--- config.mk ---
export PLATFORM = sky130hd
export DESIGN_NAME = dqs_dly_sequencer
export DESIGN_NICKNAME = d
export VERILOG_FILES = /design/src/rtl/dqs_dly_sequencer.sv
export SDC_FILE = /design/constraint.sdc
export NUM_CORES = 1
export LEC_CHECK = 0
export ABC_AREA = 1
export CAP_MARGIN = 20
export CORE_UTILIZATION = 50
export DETAILED_ROUTE_END_ITERATION = 8
export PLACE_DENSITY = 0.71
export SYNTH_ARGS = -nofsm -noshare
export SYNTH_HDL_FRONTEND = slang
export SYNTH_SLANG_ARGS = --single-unit
--- constraint.sdc ---
create_clock -name clk -period 4.64 [get_ports clk]
set_input_delay 0.928 -clock clk [delete_from_list [all_inputs] [get_ports clk]]
set_output_delay 0.928 -clock clk [all_outputs]
set_load 0.02 [all_outputs]
--- src/rtl/dqs_dly_sequencer.sv ---
// rtl/dqs_dly_sequencer.sv - DQS delay-tap load/sweep sequencer with per-lane edge search
module dqs_dly_sequencer #(
    parameter int NUM_LANES     = 4,
    parameter int DLY_WIDTH     = 5,
    parameter int SETTLE_CYCLES = 4
) (
    input  logic                 clk,
    input  logic                 rst_n,
    input  logic                 cmd_valid,
    output logic                 cmd_ready,
    input  logic [1:0]           cmd_mode,
    input  logic [3:0]           cmd_lane,
    input  logic [DLY_WIDTH-1:0] cmd_start,
    input  logic [DLY_WIDTH-1:0] cmd_end,
    input  logic [DLY_WIDTH-1:0] cmd_step,
    input  logic [NUM_LANES-1:0] lane_in,
    output logic [DLY_WIDTH-1:0] dly_data,
    output logic [NUM_LANES-1:0] ld,
    output logic                 set,
    output logic                 result_valid,
    output logic [DLY_WIDTH-1:0] result_value,
    output logic                 result_found,
    output logic                 result_err
);

    localparam int CNT_W = $clog2(SETTLE_CYCLES + 1);

    typedef enum logic [2:0] {
        S_IDLE,
        S_LOAD,
        S_SET,
        S_SETTLE,
        S_SAMPLE,
        S_DONE
    } state_t;

    state_t               state_q;
    logic                 sweep_q;
    logic [3:0]           lane_q;
    logic [DLY_WIDTH-1:0] start_q;
    logic [DLY_WIDTH-1:0] end_q;
    logic [DLY_WIDTH-1:0] step_q;
    logic [DLY_WIDTH-1:0] code_q;
    logic                 first_q;
    logic                 ref_q;
    logic [CNT_W-1:0]     cnt_q;
    logic [NUM_LANES-1:0] sync1_q;
    logic [NUM_LANES-1:0] sync2_q;
    logic [NUM_LANES-1:0] ld_q;
    logic                 set_q;
    logic [DLY_WIDTH-1:0] dly_q;
    logic                 rv_q;
    logic [DLY_WIDTH-1:0] rval_q;
    logic                 rfound_q;
    logic                 rerr_q;

    logic                 cmd_bad_d;
    logic [NUM_LANES-1:0] cmd_mask_d;
    logic [NUM_LANES-1:0] run_mask_d;
    logic                 sample_bit_d;
    logic [DLY_WIDTH:0]   next_code_d;
    logic                 more_d;

    assign cmd_ready    = (state_q == S_IDLE);
    assign dly_data     = dly_q;
    assign ld           = ld_q;
    assign set          = set_q;
    assign result_valid = rv_q;
    assign result_value = rval_q;
    assign result_found = rfound_q;
    assign result_err   = rerr_q;

    // Command legality; one extra bit on the lane compare so NUM_LANES=16 works
    assign cmd_bad_d = (cmd_mode == 2'd3) || ({1'b0, cmd_lane} >= 5'(NUM_LANES));

    // Next tap computed one bit wider so a step past the top tap ends the sweep instead of wrapping
    assign next_code_d = {1'b0, code_q} + {1'b0, step_q};
    assign more_d      = (next_code_d <= {1'b0, end_q});

    // Load masks for a new command and for a running sweep, plus the selected lane's synchronised level
    always_comb begin
        cmd_mask_d   = '0;
        run_mask_d   = '0;
        sample_bit_d = 1'b0;
        for (int i = 0; i < NUM_LANES; i++) begin
            if (cmd_mode == 2'd1 || cmd_lane == 4'(i)) begin
                cmd_mask_d[i] = 1'b1;
            end
            if (lane_q == 4'(i)) begin
                run_mask_d[i] = 1'b1;
                sample_bit_d  = sync2_q[i];
            end
        end
    end

    // Two-flop synchroniser for the asynchronous received DQS levels
    always_ff @(posedge clk or negedge rst_n) begin
        if (!rst_n) begin
            sync1_q <= '0;
            sync2_q <= '0;
        end else begin
            sync1_q <= lane_in;
            sync2_q <= sync1_q;
        end
    end

    // Sequencer FSM with registered strobes and results
    always_ff @(posedge clk or negedge rst_n) begin
        if (!rst_n) begin
            state_q  <= S_IDLE;
            sweep_q  <= 1'b0;
            lane_q   <= '0;
            start_q  <= '0;
            end_q    <= '0;
            step_q   <= '0;
            code_q   <= '0;
            first_q  <= 1'b0;
            ref_q    <= 1'b0;
            cnt_q    <= '0;
            ld_q     <= '0;
            set_q    <= 1'b0;
            dly_q    <= '0;
            rv_q     <= 1'b0;
            rval_q   <= '0;
            rfound_q <= 1'b0;
            rerr_q   <= 1'b0;
        end else begin
            ld_q  <= '0;
            set_q <= 1'b0;
            rv_q  <= 1'b0;
            case (state_q)
                S_IDLE: begin
                    if (cmd_valid) begin
                        sweep_q <= (cmd_mode == 2'd2);
                        lane_q  <= cmd_lane;
                        start_q <= cmd_start;
                        end_q   <= cmd_end;
                        step_q  <= (cmd_step == '0) ? DLY_WIDTH'(1) : cmd_step;
                        code_q  <= cmd_start;
                        first_q <= 1'b1;
                        if (cmd_bad_d) begin
                            state_q  <= S_DONE;
                            rv_q     <= 1'b1;
                            rval_q   <= '0;
                            rfound_q <= 1'b0;
                            rerr_q   <= 1'b1;
                        end else begin
                            state_q <= S_LOAD;
                            ld_q    <= cmd_mask_d;
                            dly_q   <= cmd_start;
                        end
                    end
                end
                S_LOAD: begin
                    state_q <= S_SET;
                    set_q   <= 1'b1;
                end
                S_SET: begin
                    state_q <= S_SETTLE;
                    cnt_q   <= '0;
                end
                S_SETTLE: begin
                    if (cnt_q == CNT_W'(SETTLE_CYCLES - 1)) begin
                        if (sweep_q) begin
                            state_q <= S_SAMPLE;
                        end else begin
                            state_q  <= S_DONE;
                            rv_q     <= 1'b1;
                            rval_q   <= start_q;
                            rfound_q <= 1'b0;
                            rerr_q   <= 1'b0;
                        end
                    end else begin
                        cnt_q <= cnt_q + CNT_W'(1);
                    end
                end
                S_SAMPLE: begin
                    first_q <= 1'b0;
                    if (first_q) begin
                        ref_q <= sample_bit_d;
                    end
                    if (!first_q && (sample_bit_d != ref_q)) begin
                        state_q  <= S_DONE;
                        rv_q     <= 1'b1;
                        rval_q   <= code_q;
                        rfound_q <= 1'b1;
                        rerr_q   <= 1'b0;
                    end else if (more_d) begin
                        state_q <= S_LOAD;
                        code_q  <= next_code_d[DLY_WIDTH-1:0];
                        dly_q   <= next_code_d[DLY_WIDTH-1:0];
                        ld_q    <= run_mask_d;
                    end else begin
                        state_q  <= S_DONE;
                        rv_q     <= 1'b1;
                        rval_q   <= code_q;
                        rfound_q <= 1'b0;
                        rerr_q   <= 1'b0;
                    end
                end
                S_DONE: begin
                    state_q <= S_IDLE;
                end
                default: begin
                    state_q <= S_IDLE;
                end
            endcase
        end
    end

endmodule

==> PnR_summary.wiki, run 1 <==
{| class="wikitable"
! Metric !! Value
|-
| Result of the run || finished, final reports clean
|-
| Per-cell routed wire length || 14.0 um
|-
| Worst-case clock buffer depth || 2
|-
| Layout cell share with drive strength beyond 1 || 10.8%
|-
| Count of cell types in the netlist || 33
|-
| CTS Root Buffer Type || sky130_fd_sc_hd__clkbuf_8
|-
| Initial Utilization || about 53%
|-
| Number of buffers added on ports || 46
|-
| Part of the cycle the worst path needs || around 65%
|-
| Fin nets || around 420
|-
| Post-synth design cell area || ~0.0030 sq mm
|-
| Placement row count || 27
|-
| List of cells traversed by the critical path || ha_1, fa_1, xor2_1, ha_1, nand2_1, inv_1, o21ai_0, nand2_1, nand2_1, nand2_1, nand2_1, nand2_1, nand2_1, nand3_2, nand2_1, nand2_1
|-
| Most used cell along the critical path || sky130_fd_sc_hd__nand2_1
|-
| Sum of negative setup slack || 0 ps
|-
| Power share of the combinational group || 51.2%
|-
| Buffers inserted by post-CTS timing repair || 0
|-
| Delay contributed by the slowest stage of the critical path || 510 ps
|-
| Clock group share of total power || 17.0%
|-
| Timing-limited maximum frequency || 329 MHz
|-
| Post-synthesis sequential area ratio || 49.3%
|-
| Total Power Consumption || approximately 2.7 mW
|-
| Worst path arrival time || 3260 ps
|-
| Number of global-route vias before repair || 2349
|-
| Syn-to-layout area delta || 22.5%
|-
| P per Cell Area || 730 mW/mm^2
|-
| Final std cells w/o fill || 460
|-
| Net Count, Synth || between 300 and 400
|-
| Max-Cap Viols || 0
|-
| Global-route total usage across every layer || 23.5%
|-
| Clock input transition at the sequential cells of the worst setup and hold paths || 60 ps
|-
| Post-Place Setup Slack || 1620 ps
|-
| CP max-delay cell || sky130_fd_sc_hd__nand2_1
|-
| Worst Hold Endpoint || sync2_q[1]
|-
| Worst setup skew after layout || 6.55 ps
|-
| Detailed-route vias per instance || around 5.2
|-
| Type of the tightest min-delay check || reg2reg
|-
| Full die area || roughly 0.0063 sq mm
|-
| Cell Int Power || 1.51 mW
|-
| Hold path startpoint || sync1_q[1]
|-
| Final antenna-violating net count || 0
|-
| Routed wire length || 6460 um
|-
| Final number of hold-violating endpoints || 0
|-
| First-pass GRT wire length || between 10000 and 15000 um
|-
| Count of endpoints failing setup in the final report || 0
|-
| Number of clock sinks || about 60
|-
| Worst-case headroom to the max-slew limit || 53.7%
|-
| Clock latency on the worst-skew pair || 340 ps
|-
| DRC violations left || 0
|-
| TritonCTS clock tree || yes
|-
| N_diodes || 0
|-
| Top fanout value on the critical path || 20
|-
| Sw power || 1.17 mW
|-
| Post-route worst hold slack || between 300 and 400 ps
|-
| Final cell area excluding filler cells || approximately 0.0037 sq mm
|-
| Post-route core utilization || around 65%
|-
| Antenna violations before repair || 0
|-
| Overflow left after global routing || 0
|-
| Leak pwr || 1.84 nW
|-
| Final setup slack of the worst path || 1600 ps
|-
| Routability congestion estimate || between 0.8 and 0.9
|-
| Endpoint of the worst register-to-register path || dly_data[3]
|-
| Post-Synthesis Cells || 335
|-
| Total cell area at the placement stage || 0.00348 sq mm
|-
| Placeable core area || ~0.0056 sq mm
|-
| Number of vias after detailed routing || approximately 2400
|-
| Worst Path Buf+Inv || 1
|-
| WP data required || between 4000 and 5000 ps
|-
| Num ports || 47
|-
| Placed instance count || 444
|-
| Worst setup slack for register-to-register paths || 1600 ps
|-
| Setup repair after global routing missed its margin || no
|-
| 1st-iter DRT viols || around 150
|-
| Yosys synthesis warning count || 0
|-
| Average cell area after synthesis || 8.94 sq um
|-
| Number of H-tree levels || 3
|-
| Post-CTS Hold Fix Bufs || 0
|-
| Share of total power consumed by net switching || 43.7%
|-
| Worst R2R Path Depth || 16
|-
| Hold path depth || 0
|-
| Peak supply drop || around 0.33 mV
|-
| Number of buffers created by CTS || 9
|-
| Placed wire-length estimate after detailed placement || 4720 um
|-
| Floorplan die height || 79.4 um
|-
| PostCTS Resize Cnt || 0
|-
| Share of power burned in registers || 31.8%
|-
| Number of synthesized register bits || 59
|-
| Number of iterations in the first detailed-routing pass || 4
|-
| Delay-heaviest family, CP || simple AND/OR/NAND/NOR gates
|-
| Transition time at the pin with the least slew margin || 694 ps
|-
| Startpoint of the worst-slack reg-to-reg timing path || code_q[0]
|-
| Kind of start point of the critical path || register
|-
| Final critical path time including I/O delays and setup || 3040 ps
|-
| Maximum number of pins on one net before global-route repair || 31
|-
| Die extent in x || 79.4 um
|-
| Capturing element type of the critical path || register
|-
| Slew Limit Fails || 0
|-
| Category of the critical setup timing path || reg2reg
|}
==> synth_stat cells, drive strengths merged <==
master,count,area share [%]
nand2,103,14
clkbuf,2,0.25
nand3,23,5.5
inv,39,5.0
a21oi,7,1.2
o21ai,28,4.7
a31oi,2,0.92
nor2,14,2.4
buf,8,2.0
o41ai,1,0.29
o211ai,1,0.25
dfrtp,59,49
fa,1,0.67
a22o,5,1.5
nor3,3,0.88
xor2,3,0.88
o22ai,2,0.42
ha,12,5.0
nand4,21,4.9
or2,1,0.21
==> power groups by stage <==
stage,Sequential [mW],Combinational (mW),Clock (mW)
3_5_place_dp,0.854,1.36,0
5_1_grt,0.872,1.56,0.485
4_1_cts,0.847,1.37,0.465
2_1_floorplan,0.894,0.948,0
6_report,0.850,1.37,0.455
3_3_place_gp,0.848,1.33,0
==> cells by family after synthesis <==
| group | count (synthesis) | share of synthesized area (%) |
|---|---|---|
| simple gates | 165 | 27.7 |
| flops | 59 | 49.3 |
| buf+inv | 49 | 7.19 |
| compound gates | 46 | 9.19 |
| fa+ha+maj | 13 | 5.68 |
| xor+xnor | 3 | 0.878 |
==> registers in the layout (all words and copies together), names as in the netlist <==
name          flops
code_q            5
dly_data          5
end_q             5
result_value      5
start_q           5
step_q            5
lane_q            4
ld                4
sync1_q           4
sync2_q           4
cnt_q             3
state_q           3
first_q           1
ref_q             1
result_err        1
result_found      1
result_valid      1
set               1
sweep_q           1
==> layer usage <==
metal / GRT usage (%) / up-vias / wire length [um]
li1: - / 1206 / -
met1: 30.4 / 1122 / 2970
met2: 36.8 / 62 / 2980
met3: 5.14 / 14 / 308
met4: 12.5 / 0 / 201
met5: 0 / - / 0
==> worst max path at each step <==
stage | start | to | slack [ps] | depth (start not counted)
floorplan | step_q[0] | dly_data[0] | 2250 | 17
global placement | code_q[0] | dly_data[4] | 1680 | 16
detailed placement | code_q[0] | dly_data[3] | 1620 | 16
CTS | code_q[0] | dly_data[3] | 1610 | 16
global route | step_q[0] | dly_data[4] | 1290 | 16
finish | code_q[0] | dly_data[3] | 1600 | 16
==> layout make-up <==
type,instances,area [sq um]
Fill cell,458,1970
Sequential cell,59,1480
Multi-Input combinational cell,227,1300
Timing Repair Buffer,47,463
Clock buffer,14,153
Inverter,39,149
Tap cell,72,90.1
Clock inverter,2,35.0
==> cells in the final DEF (no fill, tap or decap), types with 2 or more instances in the layout <==
| master | count |
|---|---|
| sky130_fd_sc_hd__a21oi_1 | 7 |
| sky130_fd_sc_hd__a22o_1 | 5 |
| sky130_fd_sc_hd__clkbuf_1 | 4 |
| sky130_fd_sc_hd__clkbuf_8 | 10 |
| sky130_fd_sc_hd__clkdlybuf4s50_1 | 45 |
| sky130_fd_sc_hd__dfrtp_1 | 59 |
| sky130_fd_sc_hd__ha_1 | 12 |
| sky130_fd_sc_hd__inv_1 | 33 |
| sky130_fd_sc_hd__inv_2 | 5 |
| sky130_fd_sc_hd__nand2_1 | 96 |
| sky130_fd_sc_hd__nand2_2 | 5 |
| sky130_fd_sc_hd__nand2_4 | 2 |
| sky130_fd_sc_hd__nand3_1 | 16 |
| sky130_fd_sc_hd__nand3_2 | 5 |
| sky130_fd_sc_hd__nand3_4 | 2 |
| sky130_fd_sc_hd__nand4_1 | 20 |
| sky130_fd_sc_hd__nor2_1 | 10 |
| sky130_fd_sc_hd__nor2_2 | 2 |
| sky130_fd_sc_hd__nor2_4 | 2 |
| sky130_fd_sc_hd__nor3_1 | 2 |
| sky130_fd_sc_hd__o21ai_0 | 27 |
| sky130_fd_sc_hd__o22ai_1 | 2 |
| sky130_fd_sc_hd__xor2_1 | 3 |
Power figures use the tool's default switching activity.
==> inputs of run 2 (changes only) <==
--- a/config.mk
+++ b/config.mk
@@ -7,7 +7,7 @@
 export LEC_CHECK = 0
 export ABC_AREA = 1
 export CAP_MARGIN = 20
-export CORE_UTILIZATION = 50
+export CORE_UTILIZATION = 48
 export DETAILED_ROUTE_END_ITERATION = 8
 export PLACE_DENSITY = 0.71
 export SYNTH_ARGS = -nofsm -noshare
==> constraint.sdc (replaced) <==
create_clock -name clk -period 2.65 [get_ports clk]
set_input_delay 0.53 -clock clk [delete_from_list [all_inputs] [get_ports clk]]
set_output_delay 0.53 -clock clk [all_outputs]
set_load 0.02 [all_outputs]
==> PnR_summary.wiki, run 2 (synthesized netlist as in run 1, its figures left out) <==
{| class="wikitable"
! Metric !! Value
|-
| Placement row count || 28
|-
| Result of the run || finished, final reports clean
|-
| Final number of hold-violating endpoints || 0
|-
| Setup repair after global routing missed its margin || yes
|-
| Final cell area excluding filler cells || 0.00395 sq mm
|-
| P per Cell Area || approximately 1400 mW/mm^2
|-
| Number of global-route vias before repair || between 2000 and 2500
|-
| Floorplan die height || around 81 um
|-
| Worst path arrival time || 2760 ps
|-
| Type of the tightest min-delay check || in2async
|-
| Global-route total usage across every layer || 23.3%
|-
| Number of buffers added on ports || 46
|-
| Part of the cycle the worst path needs || 95.5%
|-
| DRC violations left || 0
|-
| Number of iterations in the first detailed-routing pass || 4
|-
| Peak supply drop || 0.659 mV
|-
| Fill cell instance count of the final layout || 507
|-
| Clock input transition at the sequential cells of the worst setup and hold paths || 70 ps
|-
| Worst-case clock buffer depth || 2
|-
| Capturing element type of the critical path || register
|-
| Max-Cap Viols || 0
|-
| Antenna violations before repair || 0
|-
| Final critical path time including I/O delays and setup || 2530 ps
|-
| Category of the critical setup timing path || reg2reg
|-
| Leak pwr || 1.93 nW
|-
| Routability congestion estimate || 0.833
|-
| Initial Utilization || 50.3%
|-
| Routed length on met2 || ~3200 um
|-
| Number of buffers created by CTS || 9
|-
| Timing-limited maximum frequency || 395 MHz
|-
| First-pass GRT wire length || 11200 um
|-
| Most common library cell in the layout ignoring fill and taps || sky130_fd_sc_hd__nand2_1
|-
| Top fanout value on the critical path || 7
|-
| Final antenna-violating net count || 0
|-
| Routed wire length || between 6000 and 7000 um
|-
| Die extent in x || 81.0 um
|-
| Syn-to-layout area delta || 31.8%
|-
| Overflow left after global routing || 0
|-
| Total cell area at the placement stage || about 0.0035 sq mm
|-
| Maximum number of pins on one net before global-route repair || 60
|-
| N_diodes || 0
|-
| Worst-case headroom to the max-slew limit || 52.1%
|-
| Post-route core utilization || 66.3%
|-
| Post-CTS Hold Fix Bufs || 0
|-
| CTS Root Buffer Type || sky130_fd_sc_hd__clkbuf_8
|-
| Sequential cell area || 0.00148 sq mm
|-
| Number of clock sinks || 59
|-
| Num ports || 47
|-
| Highest metal layer used by the detailed router || met4
|-
| Met3 wirelength from detailed routing || 323 um
|-
| Commonest cells after routing, fill and taps aside || 89 x sky130_fd_sc_hd__nand2_1, 57 x sky130_fd_sc_hd__dfrtp_1, 45 x sky130_fd_sc_hd__clkdlybuf4s50_1
|-
| Placed wire-length estimate after detailed placement || 4700 um
|-
| TritonCTS clock tree || yes
|-
| Full die area || 0.00656 sq mm
|-
| Placeable core area || between 0.005 and 0.006 sq mm
|-
| Number of vias after detailed routing || 2533
|-
| Met1 Wirelength || 3180 um
|-
| Post-Place Setup Slack || -62.2 ps
|-
| 1st-iter DRT viols || approximately 120
|-
| Number of H-tree levels || 3
|-
| Final setup slack of the worst path || 119 ps
|-
| Per-cell routed wire length || ~14 um
|-
| Count of endpoints failing setup in the final report || 0
|-
| Detailed-route vias per instance || between 5 and 6
|-
| Transition time at the pin with the least slew margin || 718 ps
|-
| Kind of start point of the critical path || register
|-
| Fin nets || 438
|-
| Clock latency on the worst-skew pair || roughly 340 ps
|-
| WP data required || 2880 ps
|-
| Layout cell share with drive strength beyond 1 || 21.4%
|-
| Area of combinational cells with multiple inputs || 0.00146 sq mm
|-
| Worst setup skew after layout || 8.05 ps
|-
| Slew Limit Fails || 0
|}
run 2: layer usage:
metal	GRT usage, %	vias to the layer above
met3	4.49	10
met4	11.8	0
met5	0	-
met2	37.4	64
li1	-	1238
met1	29.9	1221
run 2: timing repair:
item                       CTS  global route
gates cloned                 0             1
hold endpoints to repair     0             0
setup endpoints to repair   21            23
pin swaps                    0             9
buffers inserted             0             6
gates resized for setup      3            34
run 2: final cells by class:
class / instances / share of cell area (%)
Timing Repair Buffer: 60 / 14.5
Clock inverter: 6 / 1.39
Multi-Input combinational cell: 228 / 37.0
Sequential cell: 59 / 37.5
Clock buffer: 10 / 3.49
Inverter: 39 / 3.77
Tap cell: 75 / 2.38
run 2: per-stage QoR:
stage	hold slack, ps	instances	total power, mW	setup TNS, ps
2_1_floorplan	234	335	3.22	0
3_3_place_gp	334	454	3.89	0
3_5_place_dp	340	454	3.97	-464
4_1_cts	350	470	4.84	0
5_1_grt	369	477	5.80	-32.2
6_report	331	477	5.35	0
run 2: critical path: stages, from the launching register on:
cell	delay, ps
sky130_fd_sc_hd__dfrtp_2	450
sky130_fd_sc_hd__buf_4	150
sky130_fd_sc_hd__fa_2	380
sky130_fd_sc_hd__xor2_2	170
sky130_fd_sc_hd__ha_1	270
sky130_fd_sc_hd__nand2_1	80
sky130_fd_sc_hd__inv_2	40
sky130_fd_sc_hd__o21ai_2	40
sky130_fd_sc_hd__nand2_1	60
sky130_fd_sc_hd__nand2_1	70
sky130_fd_sc_hd__nand2_2	70
sky130_fd_sc_hd__a21oi_4	230
sky130_fd_sc_hd__nand3_4	190
sky130_fd_sc_hd__nand3_2	130
sky130_fd_sc_hd__nand2_2	60
run 2: path summary, 6_finish.rpt:
path,end,cells after the start,start,slack (ps)
min,lane_q[2],2,rst_n,330
max in group asynchronous,code_q[0],2,rst_n,1810
max,code_q[0],14,code_q[1],120
min reg2reg,sync2_q[2],0,sync1_q[2],350
min in group clk,sync2_q[2],0,sync1_q[2],350
max reg2reg,code_q[0],14,code_q[1],120
run 2: power breakdown:
| part | total, mW | internal [mW] | switching (mW) |
|---|---|---|---|
| sequential | 1.50 | 1.25 | 0.249 |
| combinational | 3.05 | 1.28 | 1.77 |
| clock | 0.806 | 0.451 | 0.355 |
| total | 5.35 | 2.98 | 2.38 |
